### src/rtl/hfrisc_soc_pkg.sv
// Shared types and region codes for the HF-RISC SoC bus arbiter.
// The region decode helper maps an address nibble onto the three memory-map windows.
package hfrisc_soc_pkg;

  localparam logic [3:0] BOOT_REGION_DEF   = 4'h0;
  localparam logic [3:0] RAM_REGION_DEF    = 4'h4;
  localparam logic [3:0] PERIPH_REGION_DEF = 4'he;

  typedef enum logic {
    OWN_CPU = 1'b0,
    OWN_DMA = 1'b1
  } owner_t;

  typedef enum logic [1:0] {
    S_CPU   = 2'd0,
    S_DMA   = 2'd1,
    S_FORCE = 2'd2
  } arb_state_t;

  typedef enum logic [1:0] {
    REG_NONE   = 2'd0,
    REG_BOOT   = 2'd1,
    REG_RAM    = 2'd2,
    REG_PERIPH = 2'd3
  } region_t;

  function automatic region_t decode_region(input logic [3:0] code,
                                            input logic [3:0] boot_code,
                                            input logic [3:0] ram_code,
                                            input logic [3:0] periph_code);
    region_t r;
    if (code == boot_code) begin
      r = REG_BOOT;
    end else if (code == ram_code) begin
      r = REG_RAM;
    end else if (code == periph_code) begin
      r = REG_PERIPH;
    end else begin
      r = REG_NONE;
    end
    return r;
  endfunction

endpackage

### src/rtl/hfrisc_rdata_steer.sv
// Routes registered-latency read data back to whichever master issued the access,
// keeping the core's last completed read visible while it is stalled.
module hfrisc_rdata_steer
  import hfrisc_soc_pkg::*;
(
  input  logic        clk_i,
  input  logic        rst_i,
  input  logic        dma_own_i,
  input  logic        dma_rd_i,
  input  logic [1:0]  region_i,
  input  logic [31:0] boot_data_i,
  input  logic [31:0] ram_data_i,
  input  logic [31:0] periph_data_i,
  output logic [31:0] cpu_data_o,
  output logic [31:0] dma_data_o,
  output logic        dma_rvalid_o
);

  owner_t      owner_dly_q;
  region_t     region_dly_q;
  logic        rvalid_q;
  logic [31:0] hold_q;
  logic [31:0] src_s;

  // Delay-line of who owned the bus and where it pointed; hold tracks the core's last completion.
  always_ff @(posedge clk_i) begin
    if (rst_i) begin
      owner_dly_q  <= OWN_CPU;
      region_dly_q <= REG_NONE;
      rvalid_q     <= 1'b0;
      hold_q       <= 32'h0;
    end else begin
      owner_dly_q  <= dma_own_i ? OWN_DMA : OWN_CPU;
      region_dly_q <= region_t'(region_i);
      rvalid_q     <= dma_own_i & dma_rd_i;
      if (owner_dly_q == OWN_CPU) begin
        hold_q <= src_s;
      end
    end
  end

  // Source select for the data returning this cycle; unmapped reads return zero.
  always_comb begin
    src_s = 32'h0;
    case (region_dly_q)
      REG_BOOT:   src_s = boot_data_i;
      REG_RAM:    src_s = ram_data_i;
      REG_PERIPH: src_s = periph_data_i;
      default:    src_s = 32'h0;
    endcase
  end

  // Master-side read outputs, silenced while in reset.
  always_comb begin
    cpu_data_o   = 32'h0;
    dma_data_o   = 32'h0;
    dma_rvalid_o = 1'b0;
    if (!rst_i) begin
      cpu_data_o   = (owner_dly_q == OWN_CPU) ? src_s : hold_q;
      dma_data_o   = (owner_dly_q == OWN_DMA) ? src_s : 32'h0;
      dma_rvalid_o = rvalid_q;
    end else begin
      dma_rvalid_o = 1'b0;
    end
  end

endmodule

### src/rtl/hfrisc_bus_arbiter.sv
// Arbitrates the single SoC memory port between the HF-RISC core and a DMA master.
// DMA wins, but after DMA_MAX_BURST consecutive grants the core is given one cycle.
module hfrisc_bus_arbiter
  import hfrisc_soc_pkg::*;
#(
  parameter logic [7:0] DMA_MAX_BURST = 8'd16,
  parameter logic [3:0] BOOT_REGION   = BOOT_REGION_DEF,
  parameter logic [3:0] RAM_REGION    = RAM_REGION_DEF,
  parameter logic [3:0] PERIPH_REGION = PERIPH_REGION_DEF
) (
  input  logic        clk_i,
  input  logic        rst_i,
  input  logic [31:0] cpu_addr_i,
  input  logic [31:0] cpu_data_i,
  input  logic [3:0]  cpu_we_i,
  output logic [31:0] cpu_data_o,
  output logic        cpu_stall_o,
  input  logic        dma_req_i,
  input  logic [31:0] dma_addr_i,
  input  logic [31:0] dma_data_i,
  input  logic [3:0]  dma_we_i,
  output logic        dma_gnt_o,
  output logic [31:0] dma_data_o,
  output logic        dma_rvalid_o,
  output logic        dma_err_o,
  output logic [31:0] mem_addr_o,
  output logic [31:0] mem_data_o,
  output logic [3:0]  mem_we_o,
  output logic [3:0]  boot_cs_n_o,
  output logic [3:0]  ram_cs_n_o,
  output logic        periph_sel_o,
  output logic        periph_wr_o,
  input  logic [31:0] boot_data_i,
  input  logic [31:0] ram_data_i,
  input  logic [31:0] periph_data_i
);

  arb_state_t  state_q, state_d;
  logic [7:0]  burst_cnt_q, burst_cnt_d;
  owner_t      owner_s;
  region_t     region_s;
  logic [3:0]  own_we_s;

  // Arbitration state and burst length.
  always_ff @(posedge clk_i) begin
    if (rst_i) begin
      state_q     <= S_CPU;
      burst_cnt_q <= 8'd0;
    end else begin
      state_q     <= state_d;
      burst_cnt_q <= burst_cnt_d;
    end
  end

  // Ownership is decided in-cycle; the grant that reaches the limit schedules a forced core slot.
  always_comb begin
    state_d     = state_q;
    burst_cnt_d = burst_cnt_q;
    owner_s     = OWN_CPU;
    case (state_q)
      S_CPU: begin
        if (dma_req_i) begin
          owner_s     = OWN_DMA;
          burst_cnt_d = 8'd1;
          state_d     = S_DMA;
        end else begin
          burst_cnt_d = 8'd0;
        end
      end
      S_DMA: begin
        if (dma_req_i) begin
          owner_s     = OWN_DMA;
          burst_cnt_d = burst_cnt_q + 8'd1;
          state_d     = ((burst_cnt_q + 8'd1) >= DMA_MAX_BURST) ? S_FORCE : S_DMA;
        end else begin
          burst_cnt_d = 8'd0;
          state_d     = S_CPU;
        end
      end
      S_FORCE: begin
        burst_cnt_d = 8'd0;
        state_d     = S_CPU;
      end
      default: begin
        burst_cnt_d = 8'd0;
        state_d     = S_CPU;
      end
    endcase
    if (rst_i) begin
      owner_s = OWN_CPU;
    end else begin
      owner_s = owner_s;
    end
  end

  assign mem_addr_o  = (owner_s == OWN_DMA) ? dma_addr_i : cpu_addr_i;
  assign mem_data_o  = (owner_s == OWN_DMA) ? dma_data_i : cpu_data_i;
  assign own_we_s    = (owner_s == OWN_DMA) ? dma_we_i : cpu_we_i;
  assign region_s    = decode_region(mem_addr_o[31:28], BOOT_REGION, RAM_REGION, PERIPH_REGION);
  assign dma_gnt_o   = (owner_s == OWN_DMA);
  assign cpu_stall_o = (owner_s == OWN_DMA);
  assign periph_wr_o = periph_sel_o & (|mem_we_o);

  // Chip selects and write gating; boot RAM is read-only and unmapped space is inert.
  always_comb begin
    boot_cs_n_o  = 4'hF;
    ram_cs_n_o   = 4'hF;
    periph_sel_o = 1'b0;
    mem_we_o     = 4'h0;
    dma_err_o    = 1'b0;
    if (!rst_i) begin
      case (region_s)
        REG_BOOT:   boot_cs_n_o = 4'h0;
        REG_RAM: begin
          ram_cs_n_o = 4'h0;
          mem_we_o   = own_we_s;
        end
        REG_PERIPH: begin
          periph_sel_o = 1'b1;
          mem_we_o     = own_we_s;
        end
        default:    mem_we_o = 4'h0;
      endcase
      dma_err_o = (owner_s == OWN_DMA) &&
                  ((region_s == REG_NONE) || ((region_s == REG_BOOT) && (|dma_we_i)));
    end else begin
      mem_we_o = 4'h0;
    end
  end

  hfrisc_rdata_steer u_steer (
    .clk_i        (clk_i),
    .rst_i        (rst_i),
    .dma_own_i    (owner_s == OWN_DMA),
    .dma_rd_i     (own_we_s == 4'h0),
    .region_i     (region_s),
    .boot_data_i  (boot_data_i),
    .ram_data_i   (ram_data_i),
    .periph_data_i(periph_data_i),
    .cpu_data_o   (cpu_data_o),
    .dma_data_o   (dma_data_o),
    .dma_rvalid_o (dma_rvalid_o)
  );

endmodule
### config.mk
export PLATFORM = sky130hd
export DESIGN_NAME = hfrisc_bus_arbiter
export DESIGN_NICKNAME = d
export VERILOG_FILES = /design/src/rtl/hfrisc_soc_pkg.sv /design/src/rtl/hfrisc_rdata_steer.sv /design/src/rtl/hfrisc_bus_arbiter.sv
export SDC_FILE = /design/constraint.sdc
export NUM_CORES = 1
export LEC_CHECK = 0
export CORE_AREA = 2 2 150 152
export CTS_BUF_LIST = sky130_fd_sc_hd__clkbuf_4 sky130_fd_sc_hd__clkbuf_8
export DETAILED_ROUTE_END_ITERATION = 10
export DIE_AREA = 0 0 152 154
export GPL_TIMING_DRIVEN = 0
export HOLD_SLACK_MARGIN = 0.06
export PLACE_DENSITY = 0.53
export RECOVER_POWER = 25
export SETUP_SLACK_MARGIN = 0.15
export SYNTH_ARGS = -nofsm -noshare
export SYNTH_HDL_FRONTEND = slang
export SYNTH_SLANG_ARGS = --single-unit
### constraint.sdc
create_clock -name clk_i -period 1.8 [get_ports clk_i]
set_clock_uncertainty 0.2 [all_clocks]
set_input_delay 0.18 -clock clk_i [delete_from_list [all_inputs] [get_ports clk_i]]
set_output_delay 0.18 -clock clk_i [all_outputs]
set_load 0.005 [all_outputs]
Word level (Yosys, flattened, before mapping)
Cells that the tools add are included.
{ "op_classes": {"n_reduce_logical": 11, "eq_ne": 10, "n_mux": 32, "n_bitwise": 2, "addsub": 1, "n_lt_le_gt_ge": 1} }
{ "op_table": {"columns": ["operator", "n"], "rows": [
  ["two-way mux 32 bit", 6],
  ["case mux 32 bit (3 select lines)", 1],
  ["two-way mux 4 bit", 7],
  ["case mux 8 bit (2 select lines)", 1],
  ["two-way mux 2 bit", 6],
  ["two-way mux 1 bit", 9],
  ["adder 8 x 1 -> 8 bit, second input constant", 1],
  ["equality test 2 bit, second input constant", 4],
  [">= comparator 8 x 5 -> 1 bit, second input constant", 1],
  ["zero test 4 bit", 2],
  ["two-way mux 8 bit", 1],
  ["OR reduction 4 bit", 2],
  ["equality test 2 x 1 -> 1 bit, second input constant", 3],
  ["equality test 4 x 3 -> 1 bit, second input constant", 1],
  ["equality test 4 bit, second input constant", 1],
  ["zero test 2 bit", 2],
  ["case mux 2 bit (2 select lines)", 1],
  ["OR reduction 2 bit", 2],
  ["AND 1 bit", 2],
  ["logical AND 1 bit", 2],
  ["!= test 2 bit, second input constant", 1],
  ["logical OR 1 bit", 1]
]} }
{ "word_totals": {"regBits": 46, "inputBits": 235} }

Logic depth before layout (Yosys ltp)
{ "depth": {"word_depth": 15, "mapped_depth": 8, "mapped_depth_nobuf": 5} }

Hierarchy
From an unflattened synthesis, not the netlist that was laid out.
{ "hier_totals": {"cells_unflattened": 522, "area_unflattened_um2": 3908.7} }
{ "by_module_without_submodules": {"columns": ["mod", "cells_per_inst", "area_each_um2", "instances", "seq_area_each_um2"], "rows": [
  ["hfrisc_rdata_steer", 229, 2356.0, 1, 720.7],
  ["hfrisc_bus_arbiter", 293, 1552.7, 1, 200.2]
]} }

Least setup slack after synthesis
OpenSTA, ideal clock, no wires.
{ "synth_timing": {"kind": "register -> output", "start": "register state_q[1]", "end": "output port boot_cs_n_o[1]", "t_arrival_ns": 1.655, "setup_slack_ns": -0.235, "required_ns": 1.420, "stages_incl_launch_ff": 7, "cell_sequence": "dfxtp_1 -> or3b_1 -> buf_6 -> mux2i_4 -> inv_1 -> or3_1 -> buf_4"} }
{ "synth_between": {"elab_chain_len": 12, "elab_cells_between_ends": 15, "classes_between": "eq/ne (4); mux (8); reduce/logical (3)"} }
{ "synth_lines": {"columns": ["item", "line", "text"], "rows": [
  ["start, declared", "hfrisc_bus_arbiter.sv:38", "arb_state_t state_q, state_d;"],
  ["start signal, assigned", "hfrisc_bus_arbiter.sv:50", "state_q <= state_d;"],
  ["equality test 2 x 1 -> 1 bit / zero test 2 bit (equally long branches)", "hfrisc_bus_arbiter.sv:60", "case (state_q)"],
  ["OR reduction 2 bit (no source line) *", null, null],
  ["two-way mux 1 bit *", null, null],
  ["two-way mux 1 bit *", "hfrisc_bus_arbiter.sv:89", "if (rst_i) begin"],
  ["two-way mux 32 bit *", "hfrisc_bus_arbiter.sv:96", "assign mem_addr_o = (owner_s == OWN_DMA) ? dma_addr_i : cpu_addr_i;"],
  ["net mem_addr_o[30]", "hfrisc_bus_arbiter.sv:26", "output logic [31:0] mem_addr_o,"],
  ["equality test 4 bit", "hfrisc_soc_pkg.sv:36", "end else if (code == periph_code) begin"],
  ["two-way mux 2 bit", "hfrisc_soc_pkg.sv:36", null],
  ["two-way mux 2 bit", "hfrisc_soc_pkg.sv:34", "end else if (code == ram_code) begin"],
  ["two-way mux 2 bit *", "hfrisc_soc_pkg.sv:32", "if (code == boot_code) begin"],
  ["equality test 2 x 1 -> 1 bit *", "hfrisc_bus_arbiter.sv:112", "case (region_s)"],
  ["two-way mux 4 bit *", "hfrisc_bus_arbiter.sv:112", null],
  ["two-way mux 4 bit *", "hfrisc_bus_arbiter.sv:111", "if (!rst_i) begin"],
  ["end, declared", "hfrisc_bus_arbiter.sv:29", "output logic [3:0] boot_cs_n_o,"]
]} }
Mark *: on every way through the listed nets, which the timed path passes. The rest lies on a longest branch.

Worst setup path in the final report
{ "layout_timing": {"start": "register state_q[1]", "end": "output port boot_cs_n_o[3]"} }
{ "layout_between": {"elab_chain_len": 12, "elab_cells_between_ends": 15, "classes_between": "eq/ne (4); mux (8); reduce/logical (3)"} }
{ "layout_lines": {"columns": ["item", "line"], "rows": [
  ["equality test 2 x 1 -> 1 bit / zero test 2 bit (equally long branches)", "hfrisc_bus_arbiter.sv:60"],
  ["OR reduction 2 bit (no source line) *", null],
  ["two-way mux 1 bit *", null],
  ["two-way mux 1 bit *", "hfrisc_bus_arbiter.sv:89"],
  ["two-way mux 32 bit *", "hfrisc_bus_arbiter.sv:96"],
  ["equality test 4 bit", "hfrisc_soc_pkg.sv:36"],
  ["two-way mux 2 bit", "hfrisc_soc_pkg.sv:36"],
  ["two-way mux 2 bit", "hfrisc_soc_pkg.sv:34"],
  ["two-way mux 2 bit *", "hfrisc_soc_pkg.sv:32"],
  ["equality test 2 x 1 -> 1 bit *", "hfrisc_bus_arbiter.sv:112"],
  ["two-way mux 4 bit *", "hfrisc_bus_arbiter.sv:112"],
  ["two-way mux 4 bit *", "hfrisc_bus_arbiter.sv:111"]
]} }
Mark *: on every way between the ends. The rest lies on a longest branch, timed or not.

==> flow_summary_export.csv <==
group,metric,value,unit
critical_path,worstSetupEndpointType,"output port",
critical_path,crit_path_start_kind,"flop",
final_layout,nNetsFinal,1222,
job,drv_cap,0,
logic_synthesis,syn_inst,515,
floorplan,die_x,152,µm
clock_tree,cts_root_buf,"clkbuf_8",
final_layout,layout-area-overhead-vs-synth,163,%
clock_tree,insertion_delay,300,ps
critical_path,cp_max_fo,5,
grt,grt_overflow,0,
worst_hold_path,min_path_type,"in2reg",
timing,holdWs,-65.3,ps
grt,grt_pass1_vias,5428,
place,gp_congestion,0.830,
grt,antenna_found_initial,0,
clock_tree,path_clk_slew,90,ps
critical_path,cpMostUsedCell,"buf_6",
final_layout,n_antenna_cell,0,
critical_path,crit_family,"simple AND/OR/NAND/NOR gates",
logic_synthesis,synth_seq_area_share,26.5,%
timing,tightestPinTransition,889,ps
place,placed_cells,1174,
final_layout,utilization,42.1,%
critical_path,cp_num_buf_inv,4,
timing,setup_slack,-705,ps
status,outcome,"finished with violations",
drt,dr_total_vias,5333,
logic_synthesis,ys_types,37,
timing,final_max_slew_viol_count,0,
floorplan,io_pins,381,
critical_path,worst_ep_required_time,1420,ps
logic_synthesis,ys.flop_type,"dfxtp_1",
clock_tree,cts_tree,"yes",
drt,wl,21500,µm
clock_tree,htree_levels,2,
clock_tree,cts_buffer_depth,2,
final_layout,drive_gt1_share,41.3,%
timing,rsz0062_at_grt,"yes",
clock_tree,cts_buffers,5,
power,p_leak,4.04,nW
logic_synthesis,avgSynthCellArea,6.74,µm²
timing,max_slew_margin,40.7,%
logic_synthesis,synth_top_area_share,26.5,%
logic_synthesis,synthesis.nets,751,
critical_path,worstPathCellList,"or3b_1 -> buf_6 -> mux2i_4 -> inv_2 -> or3_4 -> buf_6 -> buf_6",
final_layout,fin_cells,1267,
critical_path,criticalPathCategory,"reg2out",
timing,hold_violations,1,
grt,grt_max_degree,16,
place,portBuffers,379,
drt,wl_per_cell,17.0,µm
drt,viasPerCell,4.21,
floorplan,die_h,154,µm
grt,grtUsageTotal,17.0,%
place,place_ws,-1180,ps
timing,setup_viol,167,
logic_synthesis,synth-async-reset-ratio,0,%
timing,max_freq,399,MHz
logic_synthesis,yosys_warnings,0,
drt,drt_first_pass_iters,4,
drt,drc,0,
floorplan,core_area,21700,µm²
logic_synthesis,synth_area_leaders,"dfxtp_1 (27%), nand2_1 (20%), mux2_2 (11%)",
power,irDropWorstVdd,0.000257,V
timing,timing.final.crit_period,2500,ps
critical_path,cpPeakStageDelay,430,ps
floorplan,num_rows,54,
logic_synthesis,yosys_register_bits,46,
floorplan,die_area,23400,µm²
power,power_per_cell_area,403,nW/µm²
drt,ant_nets,0,
critical_path,worstPathArrival,2120,ps
status,violations,"negative hold slack, negative setup slack",
grt,grt_pass1_wl,31300,µm
logic_synthesis,synth_area_leader_cell,"dfxtp_1",
logic_synthesis,syn_area,3470,µm²
clock_tree,cts.sink_count,46,
floorplan,initial_utilization,16.0,%
timing,finalCritPeriodShare,139,%
place,hpwl,16500,µm
drt,first_iter_violations,179,
critical_path,worst_path_max_delay_cell,"or3_4",
logic_synthesis,synth_edf_count,0,
cells in the final DEF, fill, tap and decap left out, types with 3 or more instances in the layout:
| cell | Yosys | routed |
|---|---|---|
| mux2_2 | 33 | 11 |
| clkbuf_8 | 0 | 6 |
| buf_12 | 0 | 11 |
| clkbuf_1 | 24 | 10 |
| nor2_1 | 78 | 72 |
| nor2_2 | 0 | 5 |
| dfxtp_1 | 46 | 42 |
| clkbuf_16 | 0 | 9 |
| buf_4 | 7 | 49 |
| clkdlybuf4s15_2 | 0 | 8 |
| a211oi_4 | 0 | 8 |
| a22oi_2 | 0 | 32 |
| dlygate4sd2_1 | 0 | 12 |
| inv_2 | 1 | 3 |
| clkbuf_2 | 0 | 24 |
| buf_2 | 14 | 93 |
| buf_8 | 0 | 14 |
| and3_1 | 4 | 4 |
| mux2_4 | 0 | 22 |
| nand2_1 | 185 | 172 |
| buf_6 | 3 | 41 |
| dfxtp_2 | 0 | 4 |
| mux2i_4 | 2 | 3 |
| buf_16 | 0 | 6 |
| xnor2_1 | 3 | 3 |
| xor2_1 | 3 | 3 |
| mux2i_1 | 5 | 4 |
| nand3_1 | 6 | 5 |
| clkdlybuf4s50_1 | 0 | 232 |
| a211oi_2 | 0 | 24 |
| nand2_2 | 0 | 10 |
| nor3_2 | 0 | 4 |
cells by family (layout without fill, tap and decap cells):
logic type | count (synthesis) | count (layout) | share of synthesized area [%]
AOI/OAI and AO/OA | 77 | 77 | 16.9
muxes | 40 | 40 | 13.4
xor gates and xnor gates | 7 | 7 | 1.98
and+or+nand+nor | 290 | 290 | 33.1
adders and majority gates | 1 | 1 | 0.360
buffers and inverters | 54 | 526 | 7.75
DFF | 46 | 46 | 26.5
flip-flops by register name, indices dropped and copies added, names as in the netlist:
name / flops
state_q: 2
u_steer.region_dly_q: 2
u_steer.hold_q: 32
u_steer.owner_dly_q: 1
burst_cnt_q: 8
u_steer.rvalid_q: 1
worst paths after layout:
kind,from,end,slack [ps],depth (start not counted)
hold / removal,rst_i,u_steer.hold_q[31],-70,2
hold reg to reg,burst_cnt_q[0],burst_cnt_q[0],280,1
setup / recovery,state_q[1],boot_cs_n_o[3],-700,7
setup reg to reg,state_q[1],u_steer.region_dly_q[1],-380,8
where the power goes:
| part | total (mW) | switching, mW | internal, mW | leakage, nW |
|---|---|---|---|---|
| sequential | 1.08 | 0.0156 | 1.06 | 0.378 |
| combinational | 1.81 | 0.694 | 1.12 | 3.60 |
| clock | 0.790 | 0.374 | 0.417 | 0.0585 |
| total | 3.68 | 1.08 | 2.60 | 4.04 |
metal layers:
| metal | vias up | share of wire (%) | global-route usage (%) |
|---|---|---|---|
| met2 | 264 | 51 | 32.4 |
| met3 | 29 | 7.2 | 4.79 |
| li1 | 2665 | - | - |
| met5 | - | 0 | 0 |
| met1 | 2375 | 40 | 18.5 |
| met4 | 0 | 2.1 | 3.92 |
layout make-up:
class                   instances  area [µm²]
multi-input cells             415        2900
plain buffers                  48         573
clock buffers                   5        68.8
well taps                     280         350
flip-flops and latches         46         926
fillers                      2210       12500
repair buffers                464        4250
clock inverters                 3        43.8
inverters                       6        27.5
synthesized netlist by cell type, drive strengths merged, types with 2 or more instances:
library cell and n:
mux2 33, inv 6, nor2 78, xnor2 4
a21oi 3, nand2 185, o31ai 2, clkbuf 24
xor2 3, a211oi 33, and3 4, or3 2
buf 24, nand3 6, mux2i 7, dfxtp 46
a22oi 32, nand2b 3, nor2b 2, nor3 6
through the flow:
step           hold WS, ps  setup TNS, ps  instance area (µm²)  power, mW
6_report             -65.3         -72820                 9140       3.68
3_5_place_dp           271        -125030                 7860       2.64
2_1_floorplan          178          -1310                 3720       1.62
4_1_cts              -84.3         -76150                 8750       3.62
5_1_grt              -74.3         -87070                 9140       3.90
3_3_place_gp           255        -125470                 7860       2.64
timing repair:
action                                  in CTS  in global routing
setup buffers                               49                 24
gates resized for setup                    602                139
hold endpoints to repair                     2                  2
cloned                                       6                  6
pin swaps                                   52                 33
endpoints found under the setup margin     190                190
(Power assumes the default switching activity.)
